File: src/rtl/hazard_unit_mc_if.sv
// rtl/hazard_unit_mc_if.sv - pipeline-side bundle for the hazard/forwarding controller
interface hazard_unit_mc_if #(
    parameter int REG_W   = 5,
    parameter int NUM_SRC = 2,
    parameter int CNT_W   = 16
);
    // pipeline status presented to the hazard unit
    logic [NUM_SRC*REG_W-1:0] id_src;
    logic [NUM_SRC-1:0]       id_src_need;
    logic                     id_is_md;
    logic                     id_rd_hilo;
    logic [NUM_SRC*REG_W-1:0] ex_src;
    logic [NUM_SRC-1:0]       ex_src_need;
    logic [REG_W-1:0]         ex_dst;
    logic                     ex_wr;
    logic                     ex_is_load;
    logic [REG_W-1:0]         mem_dst;
    logic                     mem_wr;
    logic                     mem_is_load;
    logic                     mem_req;
    logic                     dmem_ready;
    logic [REG_W-1:0]         wb_dst;
    logic                     wb_wr;
    logic                     cnt_clr;

    // pipeline control returned by the hazard unit
    logic [2*NUM_SRC-1:0]     ex_fwd_sel;
    logic                     if_stall;
    logic                     id_stall;
    logic                     ex_stall;
    logic                     mem_stall;
    logic                     ex_flush;
    logic                     wb_bubble;
    logic                     md_busy;
    logic [CNT_W-1:0]         cnt_load;
    logic [CNT_W-1:0]         cnt_mem;
    logic [CNT_W-1:0]         cnt_md;

    modport master (
        output id_src, id_src_need, id_is_md, id_rd_hilo,
        output ex_src, ex_src_need, ex_dst, ex_wr, ex_is_load,
        output mem_dst, mem_wr, mem_is_load, mem_req, dmem_ready,
        output wb_dst, wb_wr, cnt_clr,
        input  ex_fwd_sel, if_stall, id_stall, ex_stall, mem_stall,
        input  ex_flush, wb_bubble, md_busy, cnt_load, cnt_mem, cnt_md
    );

    modport slave (
        input  id_src, id_src_need, id_is_md, id_rd_hilo,
        input  ex_src, ex_src_need, ex_dst, ex_wr, ex_is_load,
        input  mem_dst, mem_wr, mem_is_load, mem_req, dmem_ready,
        input  wb_dst, wb_wr, cnt_clr,
        output ex_fwd_sel, if_stall, id_stall, ex_stall, mem_stall,
        output ex_flush, wb_bubble, md_busy, cnt_load, cnt_mem, cnt_md
    );
endinterface

File: src/rtl/hazard_unit_mc.sv
// rtl/hazard_unit_mc.sv - 5-stage hazard/forwarding controller with dmem wait, MUL/DIV tracking and stall counters
module hazard_unit_mc #(
    parameter int REG_W   = 5,
    parameter int NUM_SRC = 2,
    parameter int MD_LAT  = 8,
    parameter int CNT_W   = 16
) (
    input  logic              clk,
    input  logic              rst_n,
    hazard_unit_mc_if.slave   hif
);
    localparam int MD_W = $clog2(MD_LAT + 1);
    localparam logic [CNT_W-1:0] CNT_MAX = '1;

    logic [MD_W-1:0]      md_cnt;
    logic [2*NUM_SRC-1:0] fwd;
    logic                 mem_wait;
    logic                 load_use;
    logic                 md_haz;
    logic                 id_hold;
    logic [CNT_W-1:0]     cnt_load_q;
    logic [CNT_W-1:0]     cnt_mem_q;
    logic [CNT_W-1:0]     cnt_md_q;

    assign mem_wait = hif.mem_req & ~hif.dmem_ready;
    assign md_haz   = (md_cnt != '0) & (hif.id_is_md | hif.id_rd_hilo);
    assign id_hold  = mem_wait | load_use | md_haz;

    // EX operand forwarding: MEM (non-load) beats WB; $0 never forwards
    always_comb begin
        logic [REG_W-1:0] src;
        fwd = '0;
        src = '0;
        for (int i = 0; i < NUM_SRC; i++) begin
            src = hif.ex_src[i*REG_W +: REG_W];
            if (hif.ex_src_need[i] && src != '0) begin
                if (hif.mem_wr && !hif.mem_is_load && hif.mem_dst == src)
                    fwd[2*i +: 2] = 2'b01;
                else if (hif.wb_wr && hif.wb_dst == src)
                    fwd[2*i +: 2] = 2'b10;
            end
        end
    end

    // load-use: any read ID operand matches the non-zero destination of a load in EX
    always_comb begin
        load_use = 1'b0;
        for (int i = 0; i < NUM_SRC; i++) begin
            if (hif.id_src_need[i] && hif.ex_dst != '0 &&
                hif.id_src[i*REG_W +: REG_W] == hif.ex_dst)
                load_use = 1'b1;
        end
        load_use = load_use & hif.ex_is_load & hif.ex_wr;
    end

    // stage control: reset forces a full freeze, dmem wait holds IF..MEM, otherwise bubble into EX
    always_comb begin
        hif.ex_fwd_sel = fwd;
        hif.if_stall   = 1'b0;
        hif.id_stall   = 1'b0;
        hif.ex_stall   = 1'b0;
        hif.mem_stall  = 1'b0;
        hif.ex_flush   = 1'b0;
        hif.wb_bubble  = 1'b0;
        if (!rst_n) begin
            hif.ex_fwd_sel = '0;
            hif.if_stall   = 1'b1;
            hif.id_stall   = 1'b1;
            hif.ex_stall   = 1'b1;
            hif.mem_stall  = 1'b1;
            hif.wb_bubble  = 1'b1;
        end else if (mem_wait) begin
            hif.if_stall   = 1'b1;
            hif.id_stall   = 1'b1;
            hif.ex_stall   = 1'b1;
            hif.mem_stall  = 1'b1;
            hif.wb_bubble  = 1'b1;
        end else if (load_use || md_haz) begin
            hif.if_stall   = 1'b1;
            hif.id_stall   = 1'b1;
            hif.ex_flush   = 1'b1;
        end
    end

    // MUL/DIV countdown: reload when an MD op leaves ID, otherwise run down to zero (ignores dmem wait)
    always_ff @(posedge clk or negedge rst_n) begin
        if (!rst_n)
            md_cnt <= '0;
        else if (hif.id_is_md && !id_hold)
            md_cnt <= MD_W'(MD_LAT);
        else if (md_cnt != '0)
            md_cnt <= md_cnt - MD_W'(1);
    end

    assign hif.md_busy = (md_cnt != '0);

    // one saturating counter per stall cause, highest-priority cause only; clear beats increment
    always_ff @(posedge clk or negedge rst_n) begin
        if (!rst_n) begin
            cnt_load_q <= '0;
            cnt_mem_q  <= '0;
            cnt_md_q   <= '0;
        end else if (hif.cnt_clr) begin
            cnt_load_q <= '0;
            cnt_mem_q  <= '0;
            cnt_md_q   <= '0;
        end else if (mem_wait) begin
            if (cnt_mem_q != CNT_MAX)
                cnt_mem_q <= cnt_mem_q + CNT_W'(1);
        end else if (load_use) begin
            if (cnt_load_q != CNT_MAX)
                cnt_load_q <= cnt_load_q + CNT_W'(1);
        end else if (md_haz) begin
            if (cnt_md_q != CNT_MAX)
                cnt_md_q <= cnt_md_q + CNT_W'(1);
        end
    end

    assign hif.cnt_load = cnt_load_q;
    assign hif.cnt_mem  = cnt_mem_q;
    assign hif.cnt_md   = cnt_md_q;
endmodule

File: src/flat_wrapper.sv
// flat-port wrapper written by rule: the top's interface ports become plain ports
module hazard_unit_mc_flat 
#(
    parameter int REG_W   = 5,
    parameter int NUM_SRC = 2,
    parameter int MD_LAT  = 8,
    parameter int CNT_W   = 16
)
  (clk, rst_n, hif_id_src, hif_id_src_need, hif_id_is_md, hif_id_rd_hilo, hif_ex_src, hif_ex_src_need, hif_ex_dst, hif_ex_wr, hif_ex_is_load, hif_mem_dst, hif_mem_wr, hif_mem_is_load, hif_mem_req, hif_dmem_ready, hif_wb_dst, hif_wb_wr, hif_cnt_clr, hif_ex_fwd_sel, hif_if_stall, hif_id_stall, hif_ex_stall, hif_mem_stall, hif_ex_flush, hif_wb_bubble, hif_md_busy, hif_cnt_load, hif_cnt_mem, hif_cnt_md);
  hazard_unit_mc_if #(.REG_W(REG_W), .NUM_SRC(NUM_SRC), .CNT_W(CNT_W)) hif_i ();
  input  logic clk;
  input  logic rst_n;
  input wire logic [$bits(hif_i.id_src)-1:0] hif_id_src;
  input wire logic [$bits(hif_i.id_src_need)-1:0] hif_id_src_need;
  input wire logic [$bits(hif_i.id_is_md)-1:0] hif_id_is_md;
  input wire logic [$bits(hif_i.id_rd_hilo)-1:0] hif_id_rd_hilo;
  input wire logic [$bits(hif_i.ex_src)-1:0] hif_ex_src;
  input wire logic [$bits(hif_i.ex_src_need)-1:0] hif_ex_src_need;
  input wire logic [$bits(hif_i.ex_dst)-1:0] hif_ex_dst;
  input wire logic [$bits(hif_i.ex_wr)-1:0] hif_ex_wr;
  input wire logic [$bits(hif_i.ex_is_load)-1:0] hif_ex_is_load;
  input wire logic [$bits(hif_i.mem_dst)-1:0] hif_mem_dst;
  input wire logic [$bits(hif_i.mem_wr)-1:0] hif_mem_wr;
  input wire logic [$bits(hif_i.mem_is_load)-1:0] hif_mem_is_load;
  input wire logic [$bits(hif_i.mem_req)-1:0] hif_mem_req;
  input wire logic [$bits(hif_i.dmem_ready)-1:0] hif_dmem_ready;
  input wire logic [$bits(hif_i.wb_dst)-1:0] hif_wb_dst;
  input wire logic [$bits(hif_i.wb_wr)-1:0] hif_wb_wr;
  input wire logic [$bits(hif_i.cnt_clr)-1:0] hif_cnt_clr;
  output wire logic [$bits(hif_i.ex_fwd_sel)-1:0] hif_ex_fwd_sel;
  output wire logic [$bits(hif_i.if_stall)-1:0] hif_if_stall;
  output wire logic [$bits(hif_i.id_stall)-1:0] hif_id_stall;
  output wire logic [$bits(hif_i.ex_stall)-1:0] hif_ex_stall;
  output wire logic [$bits(hif_i.mem_stall)-1:0] hif_mem_stall;
  output wire logic [$bits(hif_i.ex_flush)-1:0] hif_ex_flush;
  output wire logic [$bits(hif_i.wb_bubble)-1:0] hif_wb_bubble;
  output wire logic [$bits(hif_i.md_busy)-1:0] hif_md_busy;
  output wire logic [$bits(hif_i.cnt_load)-1:0] hif_cnt_load;
  output wire logic [$bits(hif_i.cnt_mem)-1:0] hif_cnt_mem;
  output wire logic [$bits(hif_i.cnt_md)-1:0] hif_cnt_md;
  assign hif_i.id_src = hif_id_src;
  assign hif_i.id_src_need = hif_id_src_need;
  assign hif_i.id_is_md = hif_id_is_md;
  assign hif_i.id_rd_hilo = hif_id_rd_hilo;
  assign hif_i.ex_src = hif_ex_src;
  assign hif_i.ex_src_need = hif_ex_src_need;
  assign hif_i.ex_dst = hif_ex_dst;
  assign hif_i.ex_wr = hif_ex_wr;
  assign hif_i.ex_is_load = hif_ex_is_load;
  assign hif_i.mem_dst = hif_mem_dst;
  assign hif_i.mem_wr = hif_mem_wr;
  assign hif_i.mem_is_load = hif_mem_is_load;
  assign hif_i.mem_req = hif_mem_req;
  assign hif_i.dmem_ready = hif_dmem_ready;
  assign hif_i.wb_dst = hif_wb_dst;
  assign hif_i.wb_wr = hif_wb_wr;
  assign hif_i.cnt_clr = hif_cnt_clr;
  assign hif_ex_fwd_sel = hif_i.ex_fwd_sel;
  assign hif_if_stall = hif_i.if_stall;
  assign hif_id_stall = hif_i.id_stall;
  assign hif_ex_stall = hif_i.ex_stall;
  assign hif_mem_stall = hif_i.mem_stall;
  assign hif_ex_flush = hif_i.ex_flush;
  assign hif_wb_bubble = hif_i.wb_bubble;
  assign hif_md_busy = hif_i.md_busy;
  assign hif_cnt_load = hif_i.cnt_load;
  assign hif_cnt_mem = hif_i.cnt_mem;
  assign hif_cnt_md = hif_i.cnt_md;
  hazard_unit_mc #(.REG_W(REG_W), .NUM_SRC(NUM_SRC), .MD_LAT(MD_LAT), .CNT_W(CNT_W)) u_core (.clk(clk), .rst_n(rst_n), .hif(hif_i));
endmodule
File: config.mk
export PLATFORM = sky130hd
export DESIGN_NAME = hazard_unit_mc_flat
export DESIGN_NICKNAME = d
export VERILOG_FILES = /design/src/rtl/hazard_unit_mc_if.sv /design/src/rtl/hazard_unit_mc.sv /design/src/flat_wrapper.sv
export SDC_FILE = /design/constraint.sdc
export NUM_CORES = 1
export LEC_CHECK = 0
export ABC_AREA = 1
export BUFFER_PORTS_ARGS = -buffer_cell sky130_fd_sc_hd__buf_2
export CORE_AREA = 4 4 98 100
export DETAILED_ROUTE_END_ITERATION = 6
export DIE_AREA = 0 0 102 104
export GPL_ROUTABILITY_DRIVEN = 0
export PLACE_DENSITY = 0.76
export SYNTH_ARGS = -nofsm -noshare
export SYNTH_HDL_FRONTEND = slang
export SYNTH_SLANG_ARGS = --single-unit
File: constraint.sdc
create_clock -name clk -period 1.7 [get_ports clk]
set_input_delay 0.085 -clock clk [delete_from_list [all_inputs] [get_ports clk]]
set_output_delay 0.085 -clock clk [all_outputs]
set_load 0.02 [all_outputs]
# Word-level counts from Yosys, hierarchy flattened
# Index checks and enable logic that the tools add are counted.
# word_totals
ff_bits	52
inputBits	51
out_inout_bits	59
word_cells	86
# op_classes
addsub	4
n_eq_ne	11
mux	30
bitwise_logic	8
n_reduce_logical	29
# ops
cell	count
2-to-1 mux 16 bit	12
adder 16 x 1 -> 16 bit, second input constant	3
inequality test 16 bit, second input constant	3
== test 5 bit	6
nonzero test 5 bit	3
nonzero test 2 bit	7
logical AND 1 bit	12
2-to-1 mux 2 bit	6
2-to-1 mux 4 bit	3
2-to-1 mux 1 bit	9
AND 1 bit	4
inequality test 2 bit, second input constant	2
AND reduction 4 bit	1
nonzero test 4 bit	1
subtractor 4 x 1 -> 4 bit, second input constant	1
bitwise OR 1 bit	3
AND reduction 3 bit	1
logical NOT 1 bit	2
AND reduction 2 bit	1
logical OR 1 bit	1
inverter 1 bit	1

# Depth between registers and ports, before layout
# logic_depth
depth_word	12
ltp_mapped	12
mapped_depth_nobuf	11

# Worst setup path after synthesis
# OpenSTA, ideal clock, no wires.
# synth_path
path_kind	reg2reg
from	register u_core.cnt_md_q[0] (netlist: u_core.hif.cnt_md[0])
to	register u_core.cnt_md_q[4] (netlist: u_core.hif.cnt_md[4])
setup_ps	117
arrival_ps	1649
required_time_ps	1583
path_slack_ps	-67
path_stages_with_launch	12
n_path_buf	1
period_less_slack_ps	1767
path_cell_list	dfrtp_1 > ha_1 > nand2_1 > nor2_4 > nand2_4 > nor2_8 > a21oi_4 > nand2_4 > nand2_4 > buf_6 > nand2_1 > nand2_1
# synth_between
elab_chain_len	6
elab_cells_between_ends	9
cone_classes	1 x add/sub; 1 x eq/ne; 5 x mux; 2 x reduce/logical
# synth_lines
element	line_no	rtl
start: declaration	hazard_unit_mc.sv:23	logic [CNT_W-1:0] cnt_md_q;
start signal: assignment	hazard_unit_mc.sv:115	cnt_md_q <= cnt_md_q + CNT_W'(1);
adder 16 x 1 -> 16 bit	hazard_unit_mc.sv:115	
2-to-1 mux 16 bit	hazard_unit_mc.sv:114	if (cnt_md_q != CNT_MAX)
2-to-1 mux 16 bit	hazard_unit_mc.sv:113	end else if (md_haz) begin
2-to-1 mux 16 bit	hazard_unit_mc.sv:110	end else if (load_use) begin
2-to-1 mux 16 bit	hazard_unit_mc.sv:107	end else if (mem_wait) begin
2-to-1 mux 16 bit	hazard_unit_mc.sv:103	end else if (hif.cnt_clr) begin
# Several ways; a longest one is shown, not always the timed one. The select of a mux whose other input is x is not followed.
# A chain may end at the register's enable or synchronous reset.

# Worst setup path after layout
# layout_path
from	register u_core.md_cnt[0]
to	output port hif_if_stall
# layout_between
elab_chain_len	6
# layout_lines
element	line_no	rtl
start: declaration	hazard_unit_mc.sv:15	logic [MD_W-1:0] md_cnt;
start signal: assignment	hazard_unit_mc.sv:90	md_cnt <= MD_W'(MD_LAT);
start signal: assignment	hazard_unit_mc.sv:92	md_cnt <= md_cnt - MD_W'(1);
nonzero test 4 bit	hazard_unit_mc.sv:26	assign md_haz = (md_cnt != '0) & (hif.id_is_md | hif.id_rd_hilo);
AND 1 bit	hazard_unit_mc.sv:26	
logical OR 1 bit	hazard_unit_mc.sv:78	end else if (load_use || md_haz) begin
2-to-1 mux 1 bit	hazard_unit_mc.sv:78	
2-to-1 mux 1 bit	hazard_unit_mc.sv:72	end else if (mem_wait) begin
2-to-1 mux 1 bit	hazard_unit_mc.sv:65	if (!rst_n) begin
end: declaration	flat_wrapper.sv:31	output wire logic [$bits(hif_i.if_stall)-1:0] hif_if_stall;
# Every way passes these cells.

==> impl_metrics.tcl <==
set metrics [dict create \
    status "finished, violations left" \
    violations "negative setup slack" \
    yosysSeqAreaShare_pct 31.3 \
    clock_latency_ns 0.33 \
    syn_area_um2 4160 \
    startpoint "u_core.md_cnt[0]" \
    areaGrowthSynthToFinish_pct 26.0 \
    fmax_ghz 0.587 \
    slew_viol_final 0 \
    timing.final.ws_setup_ns -0.00425 \
    place_inst 847 \
    dp_hpwl_mm 8.84 \
    numCtsBuffers 5 \
    cts_root_buf "clkbuf_8" \
    routedWlPerCell_um 13.6 \
    fill_cells 833 \
    final_area_um2 5240 \
    gr-total-overflow 0 \
    grt_pass1_wl_mm 19.5 \
    grt_usage_pct 21.8 \
    core_um2 8680 \
    rows 34 \
    die-width_um 102 \
    rsz0062_at_grt "yes" \
    ioPinCount 110 \
    n_antenna_cell 0 \
    r2r_slack_ns 0.10 \
    synth_commonest_cells "nand2_1 (164), nor2_1 (80), inv_1 (70)" \
    total_power_mw 3.31 \
    min_period_ns 1.70 \
    endpoint_kind "output port" \
    gr-max-usage-layer "met2" \
    reg2reg_from "u_core.hif.cnt_md[0]" \
    syn_inst 621 \
    power_density_nw_per_um2 632 \
    synth_edf_count 0 \
    gr-usage-met3_pct 2.41 \
    worstRegToRegCells 10 \
    ir_drop_mv 0.459 \
    ant_nets 0 \
    use_met2_pct 38.8 \
    yosys-top-cells-area "dfrtp_1 (31%), nand2_1 (15%), nor2_1 (7.2%)" \
    maxCapViolCount 0 \
    synth.avg_cell_area_um2 6.70 \
    clk_transition_reported_paths_ns 0.11 \
    worstHoldPathType "primary input to asynchronous set/reset pin" \
    setup-violations-final 2 \
    antenna_found_initial 0 \
    tightest_slew_ns 0.538 \
    placed_area_um2 4930 \
    crit_fanout 3 \
    syn_nets 677 \
    clock_sinks 52 \
    first_global_vias 4339 \
    cts_tree "done" \
    fp.dieH_um 104 \
    crit_required_ns 1.62 \
    synth_seq_cells 52 \
    max_slew_margin_pct 64.1 \
    grt_use_met1_pct 26.8 \
    cts_buffer_depth 2 \
    async_flop_share_pct 100 \
    stdcell_count 869 \
    p_leak_nw 2.68 \
    yosysTopAreaCell "dfrtp_1" \
    yosysWarnings 0 \
    vias 4596 \
    hold_violations 0 \
    arrival_ns 1.62 \
    remaining_drc_errors 0 \
    die_area_um2 10600 \
    drt-initial-drc-count 197 \
    finalCritPeriodShare_pct 100 \
    synth_top_area_share_pct 31.3 \
    initial_utilization_pct 47.9 \
    portBuffers 109 \
    drt-total-wl_mm 11.8 \
    yosysUniqueCellTypes 42 \
    drive_gt1_share_pct 27.3 \
    nets 816 \
    yosysMostFrequentCell "nand2_1" \
    vias_per_cell 5.29 \
    cp-start-kind "flip-flop" \
    drt_pre_antenna_iters 6 \
    fin_worst_skew_ns 0.0149 \
    htreeDepth 2 \
    ys.flop_type "dfrtp_1" \
    worstReg2RegEnd "u_core.hif.cnt_md[2]" \
    criticalPathCategory "flip-flop to output port" \
    grt_max_degree 36 \
]
where the power goes:
part | switching, mW | leakage (nW) | internal, mW
clock network | 0.472 | 0.0452 | 0.302
logic | 0.647 | 1.93 | 0.501
registers | 0.0661 | 0.705 | 1.32
total | 1.19 | 2.68 | 2.12
area by class of cell:
cell class / count / area (um2) / share of cell area, %
Multi-Input combinational cell: 475 / 2510 / 48.0
Clock inverter: 3 / 25.0 / 0.478
Timing Repair Buffer: 151 / 906 / 17.3
Tap cell: 108 / 135 / 2.58
Sequential cell: 52 / 1310 / 25.0
Inverter: 75 / 282 / 5.37
Clock buffer: 5 / 68.8 / 1.31
cells by family after synthesis:
logic type | Yosys count | synth area share [%]
compound gates | 48 | 7.13
xor+xnor | 27 | 5.69
buf+inv | 94 | 10.1
fa+ha+maj | 5 | 1.50
flops | 52 | 31.3
simple gates | 395 | 44.3
worst max-delay path by stage:
| stage | to | slack [ns] |
|---|---|---|
| floorplan | u_core.hif.cnt_md[4] | 0.02 |
| global placement | u_core.hif.cnt_md[15] | 0.05 |
| detailed placement | u_core.hif.cnt_md[15] | -0.05 |
| CTS | hif_id_stall | -0.04 |
| global route | hif_id_stall | -0.06 |
| finish | hif_if_stall | -0.004 |
routing by layer:
metal | routed length [um] | part of all wire (%)
met5 | 0 | 0
met4 | 221 | 1.9
met3 | 506 | 4.3
met2 | 6120 | 52
met1 | 4980 | 42
per-stage QoR:
stage          util, %  hold WS, ns  setup TNS, ns  worst slack, ns
2_1_floorplan        -       -0.211              0           0.0192
5_1_grt           60.4        0.112         -0.260          -0.0647
3_3_place_gp      56.8      -0.0752              0           0.0473
6_report          60.4        0.115       -0.00765         -0.00425
3_5_place_dp      56.8      -0.0750         -0.101          -0.0479
4_1_cts           59.1        0.104        -0.0738          -0.0371
flip-flops by register name (all words and copies together) (netlist names):
register and count:
u_core.hif.cnt_load 16, u_core.hif.cnt_md 16, u_core.hif.cnt_mem 16, u_core.md_cnt 4
placed cells by master (no fill, tap or decap), types with 3 or more instances in the layout:
master / count
dfrtp_2: 5
a21oi_1: 5
nand4_1: 39
nor3b_1: 3
o22ai_1: 3
nand2_4: 5
o21ai_1: 3
nor2_1: 80
nand3_1: 57
xnor2_1: 9
buf_4: 38
clkbuf_8: 5
nand2_2: 10
nor2_2: 3
dfrtp_1: 47
nor3_1: 22
o31ai_1: 4
xor2_1: 18
nand2_1: 161
nor2_4: 3
buf_2: 106
inv_2: 8
o21ai_0: 20
inv_1: 67
worst max-delay path: stages, from the launching register on:
cell and delay, ns:
dfrtp_1 0.41, inv_2 0.08, ha_4 0.14, nand2_4 0.05, nor2_4 0.15, nor2_8 0.05
a21oi_4 0.15, nand3_2 0.12, buf_6 0.15
what timing repair did:
action	CTS	global route
pin swaps	3	6
gates cloned	0	0
endpoints found under the setup margin	16	44
hold buffers	1	0
hold endpoints to repair	52	0
resized for setup	13	19
buffers inserted	7	6
No activity file was read; power rests on OpenSTA's default activity.
